`src/rtl/spi_slave.sv`:
```
// rtl/spi_slave.sv - SPI slave with synchronized pin sampling and single-byte TX staging
//
// Purpose:
//   The SPI pins are sampled in the sys_clk_i domain. SCLK must stay at least
//   4 sys_clk_i cycles in each half-period. CPOL and CPHA come from SPI_MODE.
//   Data is shifted MSB first in both directions. Frames may carry any number
//   of back-to-back bytes.
//
// Ports:
//   sys_clk_i   system clock; every flop uses its rising edge
//   rstn_i      asynchronous active-low reset
//   tx_dv_i     strobe that offers tx_byte_i to the pending register
//   tx_byte_i   byte to be shifted out on MISO
//   tx_ready_o  high while the pending register is empty
//   rx_dv_o     one-cycle pulse when rx_byte_o is updated
//   rx_byte_o   last complete byte received on MOSI
//   sclk_i      SPI clock from the master (asynchronous)
//   mosi_i      serial data from the master
//   cs_i        active-low chip select
//   miso_o      serial data to the master
//   miso_oe_o   MISO output enable, high only inside an active frame

module spi_slave #(
  parameter logic [1:0] SPI_MODE = 2'd0
) (
  input  logic       sys_clk_i,
  input  logic       rstn_i,
  input  logic       tx_dv_i,
  input  logic [7:0] tx_byte_i,
  output logic       tx_ready_o,
  output logic       rx_dv_o,
  output logic [7:0] rx_byte_o,
  input  logic       sclk_i,
  input  logic       mosi_i,
  input  logic       cs_i,
  output logic       miso_o,
  output logic       miso_oe_o
);

  localparam logic CPOL = SPI_MODE[1];
  localparam logic CPHA = SPI_MODE[0];

  typedef enum logic {
    IDLE   = 1'b0,
    ACTIVE = 1'b1
  } state_t;

  // Two-flop synchronizers, plus one more flop per line for edge detection.
  // MOSI goes through the same depth as SCLK. A detected sampling edge
  // therefore sees the MOSI value that was on the pin at that SCLK edge.
  logic [1:0] sclk_sync;
  logic [1:0] cs_sync;
  logic [1:0] mosi_sync;
  logic       sclk_d;
  logic       cs_d;

  always_ff @(posedge sys_clk_i or negedge rstn_i) begin
    if (!rstn_i) begin
      sclk_sync <= {2{CPOL}};
      cs_sync   <= 2'b11;
      mosi_sync <= 2'b00;
      sclk_d    <= CPOL;
      cs_d      <= 1'b1;
    end else begin
      sclk_sync <= {sclk_sync[0], sclk_i};
      cs_sync   <= {cs_sync[0], cs_i};
      mosi_sync <= {mosi_sync[0], mosi_i};
      sclk_d    <= sclk_sync[1];
      cs_d      <= cs_sync[1];
    end
  end

  logic sclk_s;
  logic cs_s;
  logic mosi_s;
  logic sclk_rise;
  logic sclk_fall;
  logic lead_edge;
  logic trail_edge;
  logic sample_edge;
  logic shift_edge;
  logic cs_fall;
  logic cs_rise;

  assign sclk_s    = sclk_sync[1];
  assign cs_s      = cs_sync[1];
  assign mosi_s    = mosi_sync[1];
  assign sclk_rise = sclk_s & ~sclk_d;
  assign sclk_fall = ~sclk_s & sclk_d;
  assign cs_fall   = ~cs_s & cs_d;
  assign cs_rise   = cs_s & ~cs_d;

  // The leading edge moves SCLK away from its idle level.
  assign lead_edge   = CPOL ? sclk_fall : sclk_rise;
  assign trail_edge  = CPOL ? sclk_rise : sclk_fall;
  assign sample_edge = CPHA ? trail_edge : lead_edge;
  assign shift_edge  = CPHA ? lead_edge : trail_edge;

  state_t     state;
  logic [2:0] bit_cnt;
  logic [6:0] rx_shift;
  logic [7:0] tx_shift;
  logic [7:0] pending;
  logic [7:0] load_byte;

  // tx_ready_o doubles as the "pending empty" flag.
  // An empty register sends 0x00.
  assign load_byte = tx_ready_o ? 8'h00 : pending;

  always_ff @(posedge sys_clk_i or negedge rstn_i) begin
    if (!rstn_i) begin
      state      <= IDLE;
      bit_cnt    <= 3'd0;
      rx_shift   <= 7'd0;
      rx_byte_o  <= 8'h00;
      rx_dv_o    <= 1'b0;
      tx_shift   <= 8'h00;
      pending    <= 8'h00;
      tx_ready_o <= 1'b1;
      miso_o     <= 1'b0;
      miso_oe_o  <= 1'b0;
    end else begin
      rx_dv_o <= 1'b0;

      case (state)
        IDLE: begin
          if (cs_fall) begin
            state      <= ACTIVE;
            bit_cnt    <= 3'd0;
            miso_oe_o  <= 1'b1;
            tx_ready_o <= 1'b1;
            if (CPHA) begin
              // The MSB goes out on the first leading edge.
              tx_shift <= load_byte;
            end else begin
              // With CPHA=0 the master samples on the first leading edge.
              // The MSB must therefore be on the pin before any SCLK activity.
              miso_o   <= load_byte[7];
              tx_shift <= {load_byte[6:0], 1'b0};
            end
          end
        end

        ACTIVE: begin
          if (cs_rise) begin
            // Drop any partial byte. The pending byte survives for the next frame.
            state     <= IDLE;
            bit_cnt   <= 3'd0;
            miso_o    <= 1'b0;
            miso_oe_o <= 1'b0;
          end else if (sample_edge) begin
            rx_shift <= {rx_shift[5:0], mosi_s};
            bit_cnt  <= bit_cnt + 3'd1;
            if (bit_cnt == 3'd7) begin
              rx_byte_o  <= {rx_shift, mosi_s};
              rx_dv_o    <= 1'b1;
              // Byte boundary: the next shift edge sends this byte's MSB.
              tx_shift   <= load_byte;
              tx_ready_o <= 1'b1;
            end
          end else if (shift_edge) begin
            miso_o   <= tx_shift[7];
            tx_shift <= {tx_shift[6:0], 1'b0};
          end
        end
      endcase

      // An accept in the same cycle as a load point lands in pending.
      // The load above already used the old (empty) value.
      if (tx_dv_i && tx_ready_o) begin
        pending    <= tx_byte_i;
        tx_ready_o <= 1'b0;
      end
    end
  end

endmodule
```
`config.mk`:
```
export PLATFORM = sky130hd
export DESIGN_NAME = spi_slave
export DESIGN_NICKNAME = d
export VERILOG_FILES = /design/src/rtl/spi_slave.sv
export SDC_FILE = /design/constraint.sdc
export NUM_CORES = 1
export LEC_CHECK = 0
export BUFFER_PORTS_ARGS = -buffer_cell sky130_fd_sc_hd__buf_2
export CAP_MARGIN = 40
export CORE_MARGIN = 3
export CORE_UTILIZATION = 35
export DETAILED_ROUTE_END_ITERATION = 10
export PLACE_DENSITY = 0.52
export SLEW_MARGIN = 20
export SYNTH_ARGS = -nofsm -noshare
export SYNTH_HDL_FRONTEND = slang
export SYNTH_SLANG_ARGS = --single-unit
```
`constraint.sdc`:
```
create_clock -name sys_clk_i -period 1.5 [get_ports sys_clk_i]
set_input_delay 0.15 -clock sys_clk_i [delete_from_list [all_inputs] [get_ports sys_clk_i]]
set_output_delay 0.15 -clock sys_clk_i [all_outputs]
set_load 0.005 [all_outputs]
```
==> results.sh, run 1 <==
export IMPL_crit_path_start_kind="flip-flop"
export IMPL_path_class="reg2reg"
export IMPL_yosysSeqAreaShare_pct=56.5
export IMPL_met2_usage_pct=21.4
export IMPL_period_share_pct=100
export IMPL_drive_gt1_share_pct=51.4
export IMPL_min_path_type="in2reg"
export IMPL_drtPass1Iterations=4
export IMPL_io_buffers=25
export IMPL_synth_common_cells="43 x dfrtp_1, 24 x mux2_2, 14 x nand2_1"
export IMPL_grt_usage_pct=13.1
export IMPL_violations="negative setup slack"
export IMPL_route_detailed_drc=0
export IMPL_endpoint_kind="flip-flop"
export IMPL_vias=1417
export IMPL_synthesis_area_um2=2090
export IMPL_wl_per_cell_um=15.0
export IMPL_slew_headroom_pct=73.9
export IMPL_yosysMostFrequentCell="dfrtp_1"
export IMPL_whs_ps=78.1
export IMPL_fin_crit_ps=1500
export IMPL_path_clk_slew_ps=90
export IMPL_required_ps=1670
export IMPL_synth_cell_types=31
export IMPL_synth_area_top_cells="dfrtp_1 51%, mux2_2 13%, dfstp_2 5.0%"
export IMPL_power_mw=3.69
export IMPL_fin_nets=232
export IMPL_die_h_um=83.3
export IMPL_synth_edff_count=0
export IMPL_grt_setup_unrepaired="true"
export IMPL_pwr_density_cell_nw_per_um2=1380
export IMPL_die_area_um2=6940
export IMPL_cap_violations=0
export IMPL_yosys_warnings=0
export IMPL_arrival_ps=1670
export IMPL_place_congestion=0.706
export IMPL_dp_cells=267
export IMPL_first_global_vias=1536
export IMPL_syn_inst=163
export IMPL_cts_buffers=5
export IMPL_boundaryPins=26
export IMPL_drt_iter0_drc=85
export IMPL_ys_flop_type="dfrtp_1"
export IMPL_slew_violations=0
export IMPL_final_cells=286
export IMPL_overflow=0
export IMPL_core_um2=5640
export IMPL_netlist_top_cell_by_area="dfrtp_1"
export IMPL_grt_use_met1_pct=16.3
export IMPL_wl_um=4280
export IMPL_antenna_found_initial=0
export IMPL_tritoncts="done"
export IMPL_final_hold_viol_count=0
export IMPL_status="complete, but fails checks"
export IMPL_async_flop_share_pct=100
export IMPL_final_area_um2=2670
export IMPL_cts_path_max_buffers=2
export IMPL_cts_htree_levels=2
export IMPL_cp_max_fo=8
export IMPL_fin_skew_ps=7.87
export IMPL_n_antenna_cell=0
export IMPL_ant_nets=0
export IMPL_setup_tns_ps=-0.325
export IMPL_worst_slew_pin_slew_ps=391
export IMPL_placed_area_um2=2390
export IMPL_via_per_inst=4.95
export IMPL_yosys_register_bits=47
export IMPL_grt_max_degree=48
export IMPL_avgSynthCellArea_um2=12.8
export IMPL_start_util_pct=37.1
export IMPL_ir_drop_mv=0.707
export IMPL_grt_busiest_layer="met2"
export IMPL_area_growth_syn_to_layout_pct=27.6
export IMPL_hpwl_um=2790
export IMPL_fin_ws_ps=-0.325
export IMPL_die_w_um=83.3
export IMPL_grt_use_met3_pct=4.76
export IMPL_max_freq_mhz=667
export IMPL_num_rows=27
export IMPL_grt_pass1_wl_um=7310
export IMPL_clock_sinks=47
export IMPL_clockRootBuffer="clkbuf_8"
export IMPL_syn_nets=182
export IMPL_synth_top_area_share_pct=51.4
export IMPL_leakagePower_nw=1.20
export IMPL_setup_viol=1
export IMPL_worstSkewPairLatency_ps=300
[worst paths after layout]
path,from,end,slack [ps],cells past startpoint
worst max-delay path,bit_cnt[0],tx_shift[6],-0.3,6
worst min-delay path,tx_byte_i[2],pending[2],80,2
worst max register to register,bit_cnt[0],tx_shift[6],-0.3,6
worst min register to register,sclk_sync[0],sclk_sync[1],360,0
max in group asynchronous,rstn_i,cs_d,850,3
min in group asynchronous,rstn_i,bit_cnt[2],360,3
[metal layers]
layer | part of all wire, % | up-vias
met2 | 49 | 24
met3 | 4.1 | 5
met4 | 1.4 | 0
met1 | 46 | 705
li1 | - | 683
met5 | 0 | -
[logic make-up after synthesis]
group	count (synthesis)	synth area share, %
and+or+nand+nor	44	11.8
DFF	47	56.5
AOI/OAI and AO/OA	29	11.5
buffers and inverters	14	4.25
adders and majority gates	5	2.99
muxes	24	12.9
[cell type report]
| class | instances | area (µm²) |
|---|---|---|
| Inverter | 6 | 22.5 |
| Tap cell | 72 | 90.1 |
| Sequential cell | 47 | 1180 |
| Clock inverter | 2 | 16.3 |
| Fill cell | 489 | 2970 |
| Multi-Input combinational cell | 104 | 942 |
| Clock buffer | 6 | 72.6 |
| Timing Repair Buffer | 49 | 344 |
[state kept, by name (all words and copies together), names as in the netlist]
signal      count
pending         8
rx_byte_o       8
tx_shift        8
rx_shift        7
bit_cnt         3
cs_sync         2
mosi_sync       2
sclk_sync       2
cs_d            1
miso_o          1
miso_oe_o       1
rx_dv_o         1
sclk_d          1
state           1
tx_ready_o      1
[per-stage QoR]
stage	util (%)	worst slack (ps)
5_1_grt	47.3	-62.0
3_5_place_dp	42.4	-27.9
6_report	47.3	-0.325
4_1_cts	45.4	2.78
3_3_place_gp	42.4	13.4
2_1_floorplan	-	-5.48
[where the power goes]
group          internal, mW  total (mW)  switching [mW]  leakage [nW]
Combinational         0.574        1.01           0.441         0.588
Sequential             1.63        1.92           0.293         0.574
Clock                 0.335       0.752           0.418        0.0418
[worst max-delay path, cell delays in order, from the launching register on]
cell,delay [ps]
dfrtp_1,390
ha_2,200
ha_4,170
nand2b_4,150
a41o_4,310
nor2_2,110
a31oi_2,40
[cell usage in the layout (no fill, tap or decap), drive strengths merged, types with 2 or more instances in the layout]
master,count
a211oi,3
a21oi,4
a31oi,14
a41o,2
buf,45
clkbuf,6
dfrtp,43
dfstp,4
dlygate4sd3,4
ha,5
inv,7
mux2,24
nand2,14
nand2b,3
nand4,3
nor2,13
nor2b,2
nor3b,8
o21ai,5
[repair_timing]
item,CTS,global route
setup endpoints to repair,9,24
hold endpoints to repair,46,0
gates cloned,1,1
buffers inserted,0,5
pin swaps,1,6
hold buffers,4,0
gates resized for setup,4,16
Note: power is estimated with default switching activity, not from simulation.
==> run 2, diff against run 1 <==
MAX_ROUTING_LAYER = met4   (was default)
PLACE_DENSITY = 0.5   (was 0.52)
clock period = 1.9 ns   (was 1.5 ns; I/O delays follow)
==> run 2 against run 1 <==
The run now ends clean. Routed wire length decreased by 9.0%. Hold slack better by 30 ps. Global-route usage down 0.66 points. Combinational power fell by 35%. Setup slack improved by 180 ps. Critical path depth did not move. Clock skew is 3.2 ps lower. Power is 24% lower. Die area stayed put. Critical path type unchanged.
==> results.sh, run 2 (synthesis results as in run 1) <==
export IMPL_routed_wl_met3_um=231
export IMPL_hpwl_um=2770
export IMPL_postCtsSetupBuffers=0
export IMPL_critPathTopFamily="adder cells"
export IMPL_pwr_density_cell_nw_per_um2=1160
export IMPL_die_h_um=83.3
export IMPL_tritoncts="done"
export IMPL_cp_max_fo=16
export IMPL_boundaryPins=26
export IMPL_reg_top3="pending x8, rx_byte_o x8, tx_shift x8"
export IMPL_setup_viol=0
export IMPL_path_buf_inv=0
export IMPL_cap_violations=0
export IMPL_wl_per_cell_um=14.4
export IMPL_drtPass1Iterations=4
export IMPL_mostFrequentLayoutCells="43 x dfrtp_1, 25 x buf_2, 24 x mux2_2, 14 x nand2_1, 11 x nor2_1"
export IMPL_first_global_vias=1457
export IMPL_start_util_pct=37.1
export IMPL_ant_nets=0
export IMPL_arrival_ps=1910
export IMPL_clock_sinks=47
export IMPL_clockRootBuffer="clkbuf_8"
export IMPL_n_antenna_cell=0
export IMPL_period_share_pct=90.8
export IMPL_fin_skew_ps=4.68
export IMPL_slew_violations=0
export IMPL_path_class="reg2reg"
export IMPL_status="finished, final reports clean"
export IMPL_leakagePower_nw=1.11
export IMPL_min_path_type="in2reg"
export IMPL_grt_usage_pct=12.5
export IMPL_vias=1351
export IMPL_pre_cts_ws_ps=186
export IMPL_fin_nets=216
export IMPL_postCtsHoldBufs=4
export IMPL_cts_buffers=5
export IMPL_crit_top_cell="ha_1"
export IMPL_num_rows=27
export IMPL_area_growth_syn_to_layout_pct=15.7
export IMPL_drive_gt1_share_pct=40.9
export IMPL_grt_setup_unrepaired="false"
export IMPL_worst_slew_pin_slew_ps=537
export IMPL_setup_tns_ps=0
export IMPL_max_freq_mhz=580
export IMPL_die_w_um=83.3
export IMPL_wl_um=3900
export IMPL_grt_max_degree=25
export IMPL_cpMaxStageDelayCell="dfrtp_1"
export IMPL_cts_path_max_buffers=2
export IMPL_cts_htree_levels=2
export IMPL_fin_ws_ps=175
export IMPL_die_area_um2=6940
export IMPL_final_common_cell="dfrtp_1"
export IMPL_critPathMaxStageDelay_ps=430
export IMPL_antenna_found_initial=0
export IMPL_drt_iter0_drc=50
export IMPL_overflow=0
export IMPL_ir_drop_mv=0.470
export IMPL_path_clk_slew_ps=90
export IMPL_worstSkewPairLatency_ps=310
export IMPL_cts_resized=0
export IMPL_io_buffers=25
export IMPL_wl_met1_um=1740
export IMPL_fin_crit_ps=1730
export IMPL_slew_headroom_pct=64.2
export IMPL_top_layer="met4"
export IMPL_via_per_inst=5.00
export IMPL_crit_path_start_kind="flip-flop"
export IMPL_endpoint_kind="flip-flop"
export IMPL_route_detailed_drc=0
export IMPL_crit_chain="ha_1 > ha_1 > nand2b_1 > a41o_4 > nor2_1 > a31oi_2"
export IMPL_final_hold_viol_count=0
export IMPL_grt_pass1_wl_um=6800
export IMPL_wl_met2_um=1900
export IMPL_required_ps=2080
export IMPL_place_congestion=0.722
export IMPL_core_um2=5640
[run 2: changes by cell type in the layout (fill, tap and decap cells not counted), moves of 2 or more]
cell / before / now
nand2b_4: 2 / 0
buf_4: 17 / 6
ha_2: 2 / 0
buf_12: 2 / 0
nor2_2: 6 / 2
ha_4: 2 / 0
ha_1: 1 / 5
nand2b_1: 1 / 3
nor2_1: 6 / 11
[run 2: path summary, 6_finish.rpt]
path                               from          end  cells after the start  slack, ps
setup reg to reg             bit_cnt[0]  tx_shift[2]                      6        170
hold / removal             tx_byte_i[0]   pending[0]                      2        110
max in group asynchronous        rstn_i   pending[5]                      3        900
setup / recovery             bit_cnt[0]  tx_shift[2]                      6        170
min in group asynchronous        rstn_i  tx_shift[0]                      2        400
hold reg to reg              cs_sync[0]   cs_sync[1]                      0        360
[run 2: area by class of cell]
| cell class | count | area, µm² |
|---|---|---|
| clock buffer | 5 | 68.8 |
| clock inverter | 3 | 25.0 |
| fill | 526 | 3220 |
| inverter | 6 | 22.5 |
| multi-input combinational | 102 | 822 |
| sequential | 47 | 1180 |
| tap | 72 | 90.1 |
| timing repair buffer | 35 | 210 |
[run 2: layer usage]
| layer | up-vias | track usage [%] |
|---|---|---|
| li1 | 641 | - |
| met1 | 678 | 14.4 |
| met2 | 28 | 19.9 |
| met3 | 4 | 5.46 |
| met4 | 0 | 3.27 |
| met5 | - | - |
[run 2: where the power goes]
| part | switching (mW) | internal (mW) | total [mW] |
|---|---|---|---|
| Sequential | 0.228 | 1.28 | 1.51 |
| Clock | 0.365 | 0.268 | 0.633 |
| Combinational | 0.293 | 0.367 | 0.659 |
[run 2: through the flow]
step / cells / power, mW / hold WS (ps) / utilization, % / instance area (µm²)
after floorplan: 163 / 1.99 / -106 / - / 2090
after global placement: 258 / 2.16 / 200 / 40.5 / 2290
after detailed placement: 258 / 2.20 / 211 / 40.5 / 2290
after CTS: 270 / 2.86 / 91.0 / 42.9 / 2420
after global routing: 270 / 3.01 / 85.6 / 42.9 / 2420
final: 270 / 2.81 / 109 / 42.9 / 2420
